==> src/rtl/qsfp_seq_pkg.sv <==
// Shared encodings, default timing and pin-state decode for the QSFP link sequencer.
package qsfp_seq_pkg;

  typedef enum logic [2:0] {
    ST_ABSENT     = 3'd0,
    ST_REFCLK_RST = 3'd1,
    ST_MOD_RST    = 3'd2,
    ST_MOD_INIT   = 3'd3,
    ST_PHY_START  = 3'd4,
    ST_UP         = 3'd5,
    ST_FAULT      = 3'd6
  } state_e;

  // Default cycle counts for a 100 MHz clock.
  localparam int unsigned DEF_DEBOUNCE_CYCLES   = 1000;
  localparam int unsigned DEF_REFCLK_RST_CYCLES = 100;
  localparam int unsigned DEF_MOD_RST_CYCLES    = 1000;
  localparam int unsigned DEF_INIT_CYCLES       = 200000000;
  localparam int unsigned DEF_LOCK_CYCLES       = 100000000;
  localparam int unsigned DEF_MAX_RETRY         = 3;
  localparam logic        DEF_LPMODE_RUN        = 1'b0;
  localparam int unsigned DEF_CNT_W             = 32;

  typedef struct packed {
    logic resetl;
    logic lpmode;
    logic modsell;
    logic refclk_reset;
    logic clock_ok;
  } pins_t;

  localparam pins_t PINS_ABSENT = '{resetl: 1'b0, lpmode: 1'b1, modsell: 1'b1,
                                    refclk_reset: 1'b1, clock_ok: 1'b0};

  // Cage/PHY pin levels held while the sequencer sits in a given state.
  function automatic pins_t state_pins(input state_e st, input logic lpmode_run);
    pins_t p;
    p = PINS_ABSENT;
    case (st)
      ST_MOD_RST: p.refclk_reset = 1'b0;
      ST_MOD_INIT: begin
        p.refclk_reset = 1'b0;
        p.resetl       = 1'b1;
      end
      ST_PHY_START, ST_UP: begin
        p.refclk_reset = 1'b0;
        p.resetl       = 1'b1;
        p.lpmode       = lpmode_run;
        p.modsell      = 1'b0;
        p.clock_ok     = 1'b1;
      end
      ST_FAULT: p.refclk_reset = 1'b0;
      default: ;
    endcase
    return p;
  endfunction

endpackage

==> src/rtl/qsfp_debounce.sv <==
// Two-flop synchroniser with an optional stability filter. With STABLE_CYCLES <= 1
// the synchronised level is passed straight through.
module qsfp_debounce #(
  parameter int unsigned CNT_W         = 32,
  parameter int unsigned STABLE_CYCLES = 1000,
  parameter logic        SYNC_RST      = 1'b1,
  parameter logic        INVERT        = 1'b0
) (
  input  logic clock_i,
  input  logic resetn_i,
  input  logic async_i,
  output logic level_o
);

  logic [1:0] sync_q;
  logic       level_s;

  // Metastability guard for the asynchronous sideband pin.
  always_ff @(posedge clock_i or negedge resetn_i) begin
    if (!resetn_i) sync_q <= {2{SYNC_RST}};
    else           sync_q <= {sync_q[0], async_i};
  end

  assign level_s = sync_q[1] ^ INVERT;

  if (STABLE_CYCLES <= 1) begin : g_bypass
    assign level_o = level_s;
  end else begin : g_filter
    localparam logic             RST_LVL = SYNC_RST ^ INVERT;
    localparam logic [CNT_W-1:0] LOAD    = CNT_W'(STABLE_CYCLES - 1);

    logic             out_q, out_d;
    logic [CNT_W-1:0] cnt_q, cnt_d;

    // Down-count while the input disagrees with the output; any agreement restarts it.
    always_comb begin
      out_d = out_q;
      cnt_d = cnt_q;
      if (level_s == out_q) begin
        cnt_d = LOAD;
      end else if (cnt_q == '0) begin
        out_d = ~out_q;
        cnt_d = LOAD;
      end else begin
        cnt_d = cnt_q - CNT_W'(1);
      end
    end

    // Filter state register.
    always_ff @(posedge clock_i or negedge resetn_i) begin
      if (!resetn_i) begin
        out_q <= RST_LVL;
        cnt_q <= LOAD;
      end else begin
        out_q <= out_d;
        cnt_q <= cnt_d;
      end
    end

    assign level_o = out_q;
  end

endmodule

==> src/rtl/qsfp_link_sequencer.sv <==
// QSFP28 cage power-up / reset / link bring-up sequencer.
//
// state        | meaning
// ABSENT       | no module; cage held in reset, refclk synthesiser in reset
// REFCLK_RST   | module seen; refclk synthesiser reset pulse
// MOD_RST      | module reset (resetl low)
// MOD_INIT     | reset released; module initialisation wait
// PHY_START    | module selected, PHY released; waiting for block lock
// UP           | link locked; later loss of lock is status only
// FAULT        | lock retries exhausted; waits for retry_clear
module qsfp_link_sequencer
  import qsfp_seq_pkg::*;
#(
  parameter int unsigned DEBOUNCE_CYCLES   = DEF_DEBOUNCE_CYCLES,
  parameter int unsigned REFCLK_RST_CYCLES = DEF_REFCLK_RST_CYCLES,
  parameter int unsigned MOD_RST_CYCLES    = DEF_MOD_RST_CYCLES,
  parameter int unsigned INIT_CYCLES       = DEF_INIT_CYCLES,
  parameter int unsigned LOCK_CYCLES       = DEF_LOCK_CYCLES,
  parameter int unsigned MAX_RETRY         = DEF_MAX_RETRY,
  parameter logic        LPMODE_RUN        = DEF_LPMODE_RUN,
  parameter int unsigned CNT_W             = DEF_CNT_W
) (
  input  logic       clock,
  input  logic       resetn,
  input  logic       qsfp_modprsl,
  input  logic       qsfp_intl,
  input  logic       phy_lock,
  input  logic       int_clear,
  input  logic       retry_clear,
  output logic       qsfp_resetl,
  output logic       qsfp_lpmode,
  output logic       qsfp_modsell,
  output logic       qsfp_refclk_reset,
  output logic       clock_ok,
  output logic       int_pending,
  output logic       present,
  output logic [2:0] state,
  output logic [1:0] retry_cnt
);

  localparam logic [CNT_W-1:0] REFCLK_LOAD = CNT_W'(REFCLK_RST_CYCLES - 1);
  localparam logic [CNT_W-1:0] MODRST_LOAD = CNT_W'(MOD_RST_CYCLES - 1);
  localparam logic [CNT_W-1:0] INIT_LOAD   = CNT_W'(INIT_CYCLES - 1);
  localparam logic [CNT_W-1:0] LOCK_LOAD   = CNT_W'(LOCK_CYCLES - 1);
  localparam logic [1:0]       RETRY_MAX   = 2'(MAX_RETRY);

  logic present_s, intl_s, lock_s;

  state_e           state_q, state_d;
  logic [CNT_W-1:0] timer_q, timer_d;
  logic [1:0]       retry_q, retry_d;
  logic             int_q, int_d;
  pins_t            pins_q;

  qsfp_debounce #(.CNT_W(CNT_W), .STABLE_CYCLES(DEBOUNCE_CYCLES), .SYNC_RST(1'b1), .INVERT(1'b1))
    u_prs  (.clock_i(clock), .resetn_i(resetn), .async_i(qsfp_modprsl), .level_o(present_s));
  qsfp_debounce #(.CNT_W(CNT_W), .STABLE_CYCLES(1), .SYNC_RST(1'b1), .INVERT(1'b0))
    u_intl (.clock_i(clock), .resetn_i(resetn), .async_i(qsfp_intl), .level_o(intl_s));
  qsfp_debounce #(.CNT_W(CNT_W), .STABLE_CYCLES(1), .SYNC_RST(1'b0), .INVERT(1'b0))
    u_lock (.clock_i(clock), .resetn_i(resetn), .async_i(phy_lock), .level_o(lock_s));

  // Next state, shared timer and retry count; removal overrides everything.
  always_comb begin
    state_d = state_q;
    timer_d = timer_q;
    retry_d = retry_q;
    if (state_q != ST_ABSENT && !present_s) begin
      state_d = ST_ABSENT;
      timer_d = '0;
      retry_d = '0;
    end else begin
      case (state_q)
        ST_ABSENT: if (present_s) begin
          state_d = ST_REFCLK_RST;
          timer_d = REFCLK_LOAD;
        end
        ST_REFCLK_RST: if (timer_q == '0) begin
          state_d = ST_MOD_RST;
          timer_d = MODRST_LOAD;
        end else timer_d = timer_q - CNT_W'(1);
        ST_MOD_RST: if (timer_q == '0) begin
          state_d = ST_MOD_INIT;
          timer_d = INIT_LOAD;
        end else timer_d = timer_q - CNT_W'(1);
        ST_MOD_INIT: if (timer_q == '0) begin
          state_d = ST_PHY_START;
          timer_d = LOCK_LOAD;
        end else timer_d = timer_q - CNT_W'(1);
        ST_PHY_START: if (lock_s) begin
          state_d = ST_UP;
          retry_d = '0;
        end else if (timer_q == '0) begin
          if (retry_q < RETRY_MAX) begin
            retry_d = retry_q + 2'd1;
            state_d = ST_MOD_RST;
            timer_d = MODRST_LOAD;
          end else begin
            state_d = ST_FAULT;
          end
        end else timer_d = timer_q - CNT_W'(1);
        ST_UP: ;
        ST_FAULT: if (retry_clear) begin
          retry_d = '0;
          state_d = ST_MOD_RST;
          timer_d = MODRST_LOAD;
        end
        default: state_d = ST_ABSENT;
      endcase
    end
  end

  // Sticky interrupt: a new set beats a same-cycle clear; dropping to ABSENT wipes it.
  always_comb begin
    int_d = int_q;
    if (state_d == ST_ABSENT)                                         int_d = 1'b0;
    else if (!intl_s && (state_q == ST_PHY_START || state_q == ST_UP)) int_d = 1'b1;
    else if (int_clear)                                                int_d = 1'b0;
  end

  // State, timer and registered outputs.
  always_ff @(posedge clock or negedge resetn) begin
    if (!resetn) begin
      state_q <= ST_ABSENT;
      timer_q <= '0;
      retry_q <= '0;
      int_q   <= 1'b0;
      pins_q  <= PINS_ABSENT;
    end else begin
      state_q <= state_d;
      timer_q <= timer_d;
      retry_q <= retry_d;
      int_q   <= int_d;
      pins_q  <= state_pins(state_d, LPMODE_RUN);
    end
  end

  assign qsfp_resetl       = pins_q.resetl;
  assign qsfp_lpmode       = pins_q.lpmode;
  assign qsfp_modsell      = pins_q.modsell;
  assign qsfp_refclk_reset = pins_q.refclk_reset;
  assign clock_ok          = pins_q.clock_ok;
  assign int_pending       = int_q;
  assign present           = present_s;
  assign state             = state_q;
  assign retry_cnt         = retry_q;

endmodule

==> config.mk <==
export PLATFORM = sky130hd
export DESIGN_NAME = qsfp_link_sequencer
export DESIGN_NICKNAME = d
export VERILOG_FILES = /design/src/rtl/qsfp_seq_pkg.sv /design/src/rtl/qsfp_debounce.sv /design/src/rtl/qsfp_link_sequencer.sv
export SDC_FILE = /design/constraint.sdc
export NUM_CORES = 1
export LEC_CHECK = 0
export CORE_ASPECT_RATIO = 1.1
export CORE_MARGIN = 3
export CORE_UTILIZATION = 25
export CTS_BUF_LIST = sky130_fd_sc_hd__clkbuf_4 sky130_fd_sc_hd__clkbuf_8
export CTS_CLUSTER_DIAMETER = 50
export DETAILED_ROUTE_END_ITERATION = 10
export GPL_TIMING_DRIVEN = 0
export PLACE_DENSITY = 0.38
export SYNTH_ARGS = -nofsm -noshare
export SYNTH_HDL_FRONTEND = slang
export SYNTH_HIERARCHICAL = 1
export SYNTH_SLANG_ARGS = --single-unit
==> constraint.sdc <==
create_clock -name clock -period 4.8 [get_ports clock]
set_clock_uncertainty 0.15 [all_clocks]
set_input_delay 1.44 -clock clock [delete_from_list [all_inputs] [get_ports clock]]
set_output_delay 1.44 -clock clock [all_outputs]
set_load 0.02 [all_outputs]
# == Word level (Yosys, flattened, before mapping) ==
# Index checks and enable logic that the tools add are counted.
# W data, S select, Z words.
# totals
register_bits,82
input_bits,7
out_inout_bits,12
# op_classes
n_addsub,3
n_lt_le_gt_ge,1
n_eq_ne,18
n_mux,35
n_bitwise,3
n_reduce_logical,19
# op_table
operator,count
$mux W32,11
$pmux W32 S6,1
$logic_not A32 Y1,2
$sub A32 B1 Y32 const B,2
$mux W3,9
$pmux W3 S7,1
$eq A3 B3 Y1 const B,6
$eq A3 B2 Y1 const B,4
$mux W2,6
$reduce_bool A3 Y1,3
$ne A4 B3 Y1 const B,2
$reduce_bool A7 Y1,1
$logic_not A3 Y1,2
$mux W1,6
$ne A3 B3 Y1 const B,2
$reduce_and A5 Y1,1
$reduce_or A5 Y1,1
$ne A4 B4 Y1 const B,1
$pmux W2 S2,1
$reduce_and A4 Y1,1
$eq A3 B1 Y1 const B,1
$ne A3 B2 Y1 const B,1
$not A1 Y1,3
$reduce_or A3 Y1,1
other kinds (8),10

# == Longest topological paths before layout ==
# Gate-level depths: netlist (run 1).
# depth
ltp_word,9
mapped_depth,10
depth_no_buf,8

# == Cells and area by module ==
# Netlist (run 1), hierarchy kept.
# by_module_without_submodules
mod,n_inst,cells_per_inst,area_each_um2
qsfp_link_sequencer,1,325,2866.5
qsfp_debounce at u_prs,1,191,1841.8
qsfp_debounce at u_intl,1,2,52.6
qsfp_debounce at u_lock,1,2,50.0

# == Worst setup path after synthesis (run 1) ==
# No wires, ideal clock.
# synth_timing
kind,input port to flip-flop
from,in retry_clear
to,reg timer_q[10]
setup_time_ns,0.122
t_arrival_ns,2.470
setup_slack_ns,2.058
path_stages,7
path_cell_list,nor2b_1 nor2_1 o22ai_1 o21bai_1 buf_4 nor2_1 a32o_1
# synth_via
elab_chain_len,2
# synth_rtl
element,line_no,source
start: declaration,qsfp_link_sequencer.sv:29,"input logic retry_clear,"
$ne A3 B3 Y1 (no source line),--,
$reduce_and A5 Y1 (no source line),--,
end signal: assignment,qsfp_link_sequencer.sv:130,timer_q <= timer_d;
end: declaration,qsfp_link_sequencer.sv:50,"logic [CNT_W-1:0] timer_q, timer_d;"
# Every way passes these cells.
# A chain may end at the register's enable or synchronous reset.

# == Worst setup path after layout (run 1) ==
# layout_timing
from,in retry_clear
to,reg timer_q[9]
# Same word-level chain as after synthesis.

==> results of run 1 <==
through the flow:
step	hold WS (ns)	worst slack, ns	power (mW)	setup TNS, ns	utilization (%)
floorplan	0.181	2.06	0.717	0	-
global placement	0.187	-1.13	0.743	-76.07	28.4
detailed placement	0.188	1.10	0.746	0	28.5
CTS	0.210	1.51	1.36	0	29.7
global route	0.210	1.30	1.40	0	29.7
finish	0.207	1.48	1.33	0	29.7
synthesized netlist by cell type, types with 8 or more instances:
cell / count / area share, %
o31ai_1: 8 / 1.2
o21ai_0: 27 / 2.8
dfstp_2: 14 / 7.6
clkbuf_1: 13 / 1.0
nand2b_1: 9 / 1.2
o41ai_1: 8 / 1.5
xnor2_1: 15 / 2.7
nor3_1: 21 / 2.2
nand3_1: 15 / 1.6
nand2_1: 63 / 4.9
inv_1: 10 / 0.78
a21oi_1: 22 / 2.3
buf_2: 8 / 0.83
nor2_1: 54 / 4.2
or4_1: 12 / 1.9
dfrtp_1: 67 / 35
nor4_1: 17 / 2.2
final cells by class:
cell class | count | area (um^2) | share of cell area [%]
Tap cell | 243 | 304 | 5.48
Clock inverter | 4 | 76.3 | 1.38
Clock buffer | 12 | 153 | 2.75
Buffer | 27 | 141 | 2.55
Timing Repair Buffer | 19 | 205 | 3.70
Multi-Input combinational cell | 402 | 2590 | 46.6
Inverter | 10 | 37.5 | 0.676
Sequential cell | 81 | 2040 | 36.8
power by group through the flow:
stage	logic [mW]	clock network (mW)	registers, mW
2_1_floorplan	0.0117	0	0.706
5_1_grt	0.0434	0.659	0.694
4_1_cts	0.0398	0.627	0.693
3_3_place_gp	0.0366	0	0.707
3_5_place_dp	0.0394	0	0.706
6_report	0.0375	0.598	0.693
kinds of logic (layout without fill, tap and decap cells):
| family | count (synthesis) | after routing | synth area share [%] |
|---|---|---|---|
| AOI/OAI and AO/OA | 127 | 127 | 19.2 |
| xor gates and xnor gates | 19 | 19 | 3.46 |
| adders and majority gates | 3 | 3 | 0.780 |
| buffers and inverters | 37 | 72 | 3.72 |
| DFF | 81 | 81 | 42.5 |
| muxes | 7 | 7 | 1.46 |
| and+or+nand+nor | 246 | 246 | 28.9 |
path summary, 6_finish.rpt:
path                                                   start                                  to  slack, ns  cells after the start
min                               u_lock/sync_q[0]$_DFF_PN0_          u_lock/sync_q[1]$_DFF_PN0_       0.21                      0
min reg2reg                       u_lock/sync_q[0]$_DFF_PN0_          u_lock/sync_q[1]$_DFF_PN0_       0.21                      0
max in group asynchronous                             resetn   u_prs/g_filter.cnt_q[2]$_DFF_PN1_       2.99                      2
max reg2reg                u_prs/g_filter.cnt_q[0]$_DFF_PN1_  u_prs/g_filter.cnt_q[25]$_DFF_PN0_       1.81                      9
max                                              retry_clear              timer_q[9]$_DFFE_PN0P_       1.48                      9
min in group asynchronous                             resetn             timer_q[26]$_DFFE_PN0P_       0.85                      1
flip-flops by register name, indices dropped and copies added, names as in the netlist:
| signal | flops |
|---|---|
| timer_q | 32 |
| u_prs/g_filter.cnt_q | 32 |
| state | 3 |
| retry_cnt | 2 |
| u_intl/sync_q | 2 |
| u_lock/sync_q | 2 |
| u_prs/sync_q | 2 |
| clock_ok | 1 |
| int_pending | 1 |
| qsfp_lpmode | 1 |
| qsfp_refclk_reset | 1 |
| qsfp_resetl | 1 |
| u_prs/level_o | 1 |
metal layers:
layer | track usage, % | up-vias
li1 | - | 1997
met1 | 17.5 | 2014
met2 | 24.1 | 47
met3 | 2.79 | 11
met4 | 4.40 | 0
met5 | 0 | -
==> impl_metrics.toml, run 1 <==
[finish]
area_delta_synth_final_pct = 15.3
drive_gt1_share_pct = 15.0
final_common_cell = "dfrtp_1"
instances_no_fill = 798
antennaDiodeCount = 0
fin_area_um2 = 5550
layout.nets = 560
final_cell_mix = "67 x dfrtp_1, 63 x nand2_1, 54 x nor2_1, 27 x o21ai_0, 22 x a21oi_1"
fill_cells = 1978

[clock_network]
cts_tree = "done"
clk-insertion-delay-late_ns = 0.38
path_clk_slew_ns = 0.09
hold_buffers = 0
cts_resized = 0
numCtsBuffers = 9
cts.sinks = 81
post_cts_buffers = 0
cts-root-buf = "clkbuf_8"
clockBufferDepth = 2
cts_max_level = 3

[worst_setup_path]
crit_path_start_kind = "input pin"
critPathArrivalTime_ns = 3.43
cp_num_buf_inv = 3
crit_path_max_incr_delay_ns = 0.45
worstPathRequired_ns = 4.91
criticalPathCategory = "in2reg"
crit_chain = "clkdlybuf4s50_1, nor2b_1, nor2_1, o22ai_1, o21bai_1, buf_4, buf_2, nand2_1, o41ai_1"
end_kind = "flip-flop"
cp_top_family = "buffers and inverters"
slowest_stage = "clkdlybuf4s50_1"
cp_max_fo = 10

[logic_synthesis]
ys_ff_latch = 81
synth_edf_count = 0
syn-num-nets = 530
async_flop_share_pct = 100
syn_avg_cell_area_um2 = 9.25
synthCells = 520
ys.flop_type = "dfrtp_1"
syn-cell-area_um2 = 4810
yosys.cell_types.count = 80
ys_seq_area_share_pct = 42.5
ys_warn_count = 6

[timing]
tightest_slew_ns = 1.07
period_needed_ns = 3.32
rsz0062_at_grt = "no"
hold_viol_final = 0
slew_violations = 0
finalCritPeriodShare_pct = 69.1
maxSlewHeadroom_pct = 28.1
max_freq_ghz = 0.301
setup_violations = 0

[pwr]
peakVddDrop_uv = 107
combPwrFrac_pct = 2.8
power.share.switching_pct = 23.1
p_clk_share_pct = 45.0
seq_power_share_pct = 52.2
p_int_mw = 1.02
cellPowerDensity_nw_per_um2 = 240
power.leakage_nw = 2.26
p_switching_uw = 308

[place]
dp_cells = 782
place.gp.congestion = 0.803
dp_hpwl_mm = 9.93
place_area_um2 = 5320
numPortBuffers = 18

[global_routing]
grt_pass1_wl_mm = 23.3
grt_util_all_layers_pct = 13.9
grt_antenna_before_repair = 0
grt_pass1_vias = 4227
grt_max_degree = 53
grt-ovfl-total = 0

[routing]
firstDrtPassIters = 4
wl_met1_mm = 6.36
postRouteAntennaNets = 0
dr.max_layer_used = "met4"
wl_per_cell_um = 17.2
viasPerCell = 5.10
drt_iter0_markers = 172
wl_met2_mm = 6.84
drc = 0
totalWireLength_mm = 13.7
vias = 4069
dr_wl_met3_um = 293

[die]
die_w_um = 138
core.rowCount = 52
core_area_um2 = 18700
ios = 19
die_area_um2 = 20900
start_util_pct = 25.8
dieHeight_um = 151

[outcome]
status = "completed"

[hold_path]
min_path_type = "reg2reg"

[run]
maxCapViolCount = 0
Power figures use the tool's default switching activity.
==> run 2, diff against run 1 <==
--- a/config.mk
+++ b/config.mk
@@ -12,7 +12,7 @@
 export CTS_CLUSTER_DIAMETER = 50
 export DETAILED_ROUTE_END_ITERATION = 10
 export GPL_TIMING_DRIVEN = 0
-export PLACE_DENSITY = 0.38
+export PLACE_DENSITY = 0.39
 export SYNTH_ARGS = -nofsm -noshare
 export SYNTH_HDL_FRONTEND = slang
 export SYNTH_HIERARCHICAL = 1
==> constraint.sdc (replaced) <==
create_clock -name clock -period 2.7 [get_ports clock]
set_clock_uncertainty 0.15 [all_clocks]
set_input_delay 0.81 -clock clock [delete_from_list [all_inputs] [get_ports clock]]
set_output_delay 0.81 -clock clock [all_outputs]
set_load 0.02 [all_outputs]
==> run 2 against run 1 <==
Sequential share of layout area is 1.2 points lower. Critical path depth is 1 lower. Clock-buffer cell count shrank 1. Die area unchanged. Critical endpoint is now timer_q[1]$_DFFE_PN0P_.
==> impl_metrics.toml, run 2 (synthesis results as in run 1) <==
[clock_network]
clk-insertion-delay-late_ns = 0.37
cts_tree = "done"
cts.sinks = 81
clockBufferDepth = 2
cts-root-buf = "clkbuf_8"
numCtsBuffers = 9
cts_max_level = 3
path_clk_slew_ns = 0.09
hold_buffers = 0

[timing]
setup_slack_ns = 0.106
period_needed_ns = 2.59
setup_violations = 0
max_freq_ghz = 0.386
rsz0062_at_grt = "no"
finalCritPeriodShare_pct = 96.1
tightest_slew_ns = 0.955
slew_violations = 0
hold_viol_final = 0
maxSlewHeadroom_pct = 35.9

[finish]
area_delta_synth_final_pct = 19.4
drive_gt1_share_pct = 18.9
final_cell_mix = "66 x dfrtp_1, 63 x nand2_1, 53 x nor2_1, 27 x o21ai_0, 22 x a21oi_1"
instances_no_fill = 808
final_common_cell = "dfrtp_1"
layout.nets = 570
antennaDiodeCount = 0
fill_cells = 1926

[routing]
vias = 4166
wl_per_cell_um = 16.8
drt_iter0_markers = 357
drc = 0
viasPerCell = 5.16
totalWireLength_mm = 13.6
postRouteAntennaNets = 0
firstDrtPassIters = 5

[place]
dp_slack_ns = -0.419
dp_cells = 782
place.gp.congestion = 0.795
dp_hpwl_mm = 9.70
numPortBuffers = 18

[global_routing]
grt_antenna_before_repair = 0
grt_util_all_layers_pct = 13.4
grt_pass1_wl_mm = 22.4
grt_pass1_vias = 4120
grt_max_degree = 64
grt-ovfl-total = 0

[hold_path]
min_path_type = "in2async"

[worst_setup_path]
end_kind = "flip-flop"
critPathArrivalTime_ns = 2.71
ff2ff_setup_slack_ns = 0.12
startpoint = "retry_clear"
criticalPathCategory = "in2reg"
r2r-end = "u_prs/g_filter.cnt_q[26]$_DFF_PN0_"
rr_startpoint = "u_prs/g_filter.cnt_q[6]$_DFF_PN1_"
crit_chain = "clkdlybuf4s50_1, nor2b_1, nor2_1, o22ai_1, o21bai_2, buf_2, a211oi_1, a21o_1"
slowest_stage = "clkdlybuf4s50_1"
crit_path_max_incr_delay_ns = 0.46
crit_path_start_kind = "input pin"
cp_top_family = "compound AO/OA/AOI/OAI gates"
worstPathRequired_ns = 2.81
cp_max_fo = 10
setup.worst_path.end = "timer_q[1]$_DFFE_PN0P_"
cp_num_buf_inv = 2
crit_cells = 8
worst-r2r-cell-count = 6

[die]
core.rowCount = 52
start_util_pct = 25.8
dieHeight_um = 151
ios = 19
core_area_um2 = 18700
die_w_um = 138
die_area_um2 = 20900

[outcome]
status = "completed"

[pwr]
power_mw = 2.24
cellPowerDensity_nw_per_um2 = 390
power.leakage_nw = 2.31
peakVddDrop_uv = 185

[run]
maxCapViolCount = 0
## run 2: cell count changes in the layout (fill, tap and decap cells not counted), moves of 2 or more
cell	change
buf_2	-3
nor3_2	-2
nor3b_1	-2
clkbuf_4	-2
nor4_1	-3
clkinv_2	+3
nor4_2	+2
buf_4	+12
nor3_4	+3
clkbuf_1	-2
## run 2: through the flow
step           hold slack, ns  setup TNS, ns  instance area (um^2)  util (%)
3_3_place_gp            0.186        -208.05                  5300      28.4
3_5_place_dp            0.199         -14.82                  5320      28.5
4_1_cts                 0.153              0                  5630      30.1
5_1_grt                 0.169              0                  5740      30.8
6_report                0.167              0                  5740      30.8
2_1_floorplan           0.181              0                  4810         -
## run 2: timing repair
| item | 4_1_cts | 5_1_grt |
|---|---|---|
| endpoints found under the setup margin | 61 | 49 |
| resized for setup | 18 | 13 |
| pin swaps | 1 | 4 |
| gates cloned | 0 | 0 |
| setup buffers | 2 | 9 |
## run 2: layer usage
layer,GRT usage [%],share of wire (%),vias to the layer above
met2,21.7,46,80
li1,-,-,2020
met5,0,0,-
met3,2.45,3.4,14
met4,5.19,1.9,0
met1,17.9,48,2052
## run 2: worst register-to-register path, delay by kind of cell (launching register included)
family                 cells  cell delay, ns
AND/OR/NAND/NOR            3            1.48
flip-flops                 1            0.39
AO/OA/AOI/OAI              2            0.32
buffers and inverters      1            0.16
## run 2: where the power goes
group          internal [mW]  total (mW)  switching, mW
Clock                  0.475       0.940          0.465
Sequential              1.23        1.23        0.00642
Combinational         0.0206      0.0668         0.0462
## run 2: area by class of cell
cell class / count / area, um^2 / share of cell area [%]
clock inverters: 5 / 53.8 / 0.937
plain buffers: 26 / 158 / 2.74
flip-flops and latches: 81 / 2050 / 35.6
multi-input cells: 402 / 2710 / 47.1
repair buffers: 30 / 288 / 5.01
clock buffers: 11 / 151 / 2.64
well taps: 243 / 304 / 5.29
inverters: 10 / 37.5 / 0.653
## run 2: worst min-delay path by stage
stage	start	end	slack [ns]
final	resetn	u_prs/g_filter.cnt_q[12]$_DFF_PN0_	0.17
after global routing	resetn	u_prs/g_filter.cnt_q[12]$_DFF_PN0_	0.17
after CTS	resetn	u_prs/g_filter.cnt_q[12]$_DFF_PN0_	0.15
after detailed placement	u_prs/sync_q[0]$_DFF_PN1_	u_prs/sync_q[1]$_DFF_PN1_	0.20
after global placement	u_lock/sync_q[0]$_DFF_PN0_	u_lock/sync_q[1]$_DFF_PN0_	0.19
after floorplan	u_lock/sync_q[0]$_DFF_PN0_	u_lock/sync_q[1]$_DFF_PN0_	0.18
==> run 3, diff against run 2 <==
--- a/config.mk
+++ b/config.mk
@@ -12,7 +12,7 @@
 export CTS_CLUSTER_DIAMETER = 50
 export DETAILED_ROUTE_END_ITERATION = 10
 export GPL_TIMING_DRIVEN = 0
-export PLACE_DENSITY = 0.39
+export PLACE_DENSITY_LB_ADDON = 0.08
 export SYNTH_ARGS = -nofsm -noshare
 export SYNTH_HDL_FRONTEND = slang
 export SYNTH_HIERARCHICAL = 1
==> run 3 against run 2 <==
Flip-flop and latch count did not move. Critical endpoint is now u_prs/g_filter.cnt_q[26]$_DFF_PN0_. Worst setup slack got worse by 0.0070 ns. Design area fell by 0.44%. Core utilization fell by 0.13 points. Worst hold slack improved by 0.035 ns. Maximum frequency fell by 0.27%. Global-route usage rose by 0.28 points. Sequential power barely moved. Highest routed layer unchanged. Sequential share of layout area rose by 0.13 points. First-iteration DRC count fell by 42%. Wire length rose by 2.1%.
==> impl_metrics.toml, run 3 (synthesis results as in run 1) <==
[die]
ios = 19
core.rowCount = 52
dieHeight_um = 151
die_w_um = 138
core_area_um2 = 18700
start_util_pct = 25.8
die_area_um2 = 20900

[routing]
drc = 0
wl_per_cell_um = 17.3
firstDrtPassIters = 4
vias = 4113
drt_iter0_markers = 206
totalWireLength_mm = 13.9
viasPerCell = 5.13
postRouteAntennaNets = 0

[global_routing]
grt-ovfl-total = 0
grt_max_degree = 52
grt_pass1_wl_mm = 23.0
grt_pass1_vias = 4234
grt_util_all_layers_pct = 13.7
grt_antenna_before_repair = 0

[timing]
holdWs_ns = 0.201
slew_violations = 0
period_needed_ns = 2.60
setup_violations = 0
tightest_slew_ns = 0.938
maxSlewHeadroom_pct = 37.0
finalCritPeriodShare_pct = 96.3
rsz0062_at_grt = "no"
max_freq_ghz = 0.385
hold_viol_final = 0

[worst_setup_path]
crit_chain = "or4_4, buf_6, or4_1, nor3_4, a21oi_1, a31o_2"
crit_path_start_kind = "flip-flop"
slowest_stage = "or4_1"
worstPathRequired_ns = 2.81
criticalPathCategory = "reg2reg"
crit_path_max_incr_delay_ns = 0.64
critPathArrivalTime_ns = 2.71
end_kind = "flip-flop"
ff2ff_setup_slack_ns = 0.1
cp_max_fo = 10

[pwr]
p_clk_share_pct = 43.2
peakVddDrop_uv = 203
p_switching_uw = 542
power_mw = 2.29
seq_power_share_pct = 53.8
power.share.switching_pct = 23.6
p_int_mw = 1.75
power.leakage_nw = 2.30
cellPowerDensity_nw_per_um2 = 401
combPwrFrac_pct = 2.9

[clock_network]
cts_tree = "done"
clockBufferDepth = 2
clk-insertion-delay-late_ns = 0.37
cts-root-buf = "clkbuf_8"
hold_buffers = 0
numCtsBuffers = 9
cts.sinks = 81
path_clk_slew_ns = 0.09
cts_max_level = 3

[finish]
fin_area_um2 = 5720
fill_cells = 1960
final_common_cell = "dfrtp_1"
drive_gt1_share_pct = 17.9
area_delta_synth_final_pct = 18.9
final_cell_mix = "67 x dfrtp_1, 63 x nand2_1, 53 x nor2_1, 27 x o21ai_0, 22 x a21oi_1"
antennaDiodeCount = 0
layout.nets = 563

[outcome]
status = "completed"

[place]
dp_hpwl_mm = 9.97
numPortBuffers = 18
place_area_um2 = 5320
place.gp.congestion = 0.799

[run]
maxCapViolCount = 0

[hold_path]
min_path_type = "reg2reg"
[run 3: cell count changes in the layout (fill, tap and decap cells not counted), sizes merged]
| cell | before | now |
|---|---|---|
| clkbuf | 23 | 24 |
| clkinvlp | 0 | 2 |
| buf | 27 | 20 |
| clkinv | 4 | 1 |
[run 3: per-layer routing]
metal	share of wire [%]	vias up	track usage [%]	wire (um)
met5	0	-	0	0
met4	1.0	0	3.80	145
met3	2.8	9	2.92	383
met2	50	38	24.6	6890
met1	46	2076	16.7	6450
li1	-	1990	-	-
[run 3: area by class of cell]
cell class,instances,area (um^2),share of cell area (%)
multi-input combinational,402,2730,47.7
sequential,81,2040,35.7
tap,243,304,5.32
timing repair buffer,23,235,4.11
clock buffer,12,165,2.89
buffer,26,155,2.71
clock inverter,4,50.0,0.875
inverter,10,37.5,0.656
[run 3: worst paths after layout]
path                                              startpoint                                  to  cells after the start
max                        u_prs/g_filter.cnt_q[6]$_DFF_PN1_  u_prs/g_filter.cnt_q[26]$_DFF_PN0_                      6
min                               u_intl/sync_q[0]$_DFF_PN1_          u_intl/sync_q[1]$_DFF_PN1_                      0
max reg2reg                u_prs/g_filter.cnt_q[6]$_DFF_PN1_  u_prs/g_filter.cnt_q[26]$_DFF_PN0_                      6
min reg2reg                       u_intl/sync_q[0]$_DFF_PN1_          u_intl/sync_q[1]$_DFF_PN1_                      0
max in group asynchronous                             resetn   u_prs/g_filter.cnt_q[0]$_DFF_PN1_                      2
min in group asynchronous                             resetn               qsfp_resetl$_DFF_PN0_                      1
[run 3: stage by stage]
stage / instances / TNS, ns / worst slack, ns / utilization [%]
final: 801 / 0 / 0.0993 / 30.6
after global routing: 801 / 0 / 0.000145 / 30.6
after CTS: 798 / -0.00878 / -0.00878 / 30.0
after detailed placement: 782 / -12.54 / -0.361 / 28.5
after global placement: 781 / -202.95 / -2.54 / 28.4
after floorplan: 520 / 0 / 0.146 / -
[run 3: critical path: cells and delay by family (launching register included)]
family                 cells  cell delay [ns]
AND/OR/NAND/NOR            3             1.48
buffers and inverters      1             0.16
AO/OA/AOI/OAI              2             0.32
flip-flops                 1             0.39
[run 3: power groups by stage]
stage                     Combinational (mW)  Clock (mW)  Sequential [mW]
after global routing                  0.0787        1.09             1.24
final                                 0.0672       0.991             1.23
after CTS                             0.0709        1.03             1.23
after detailed placement              0.0701           0             1.26
after global placement                0.0644           0             1.26
after floorplan                       0.0208           0             1.25
[run 3: what timing repair did]
item,in CTS,in global routing
setup endpoints to repair,53,61
pin swaps,0,4
resized for setup,13,21
buffers inserted,1,3
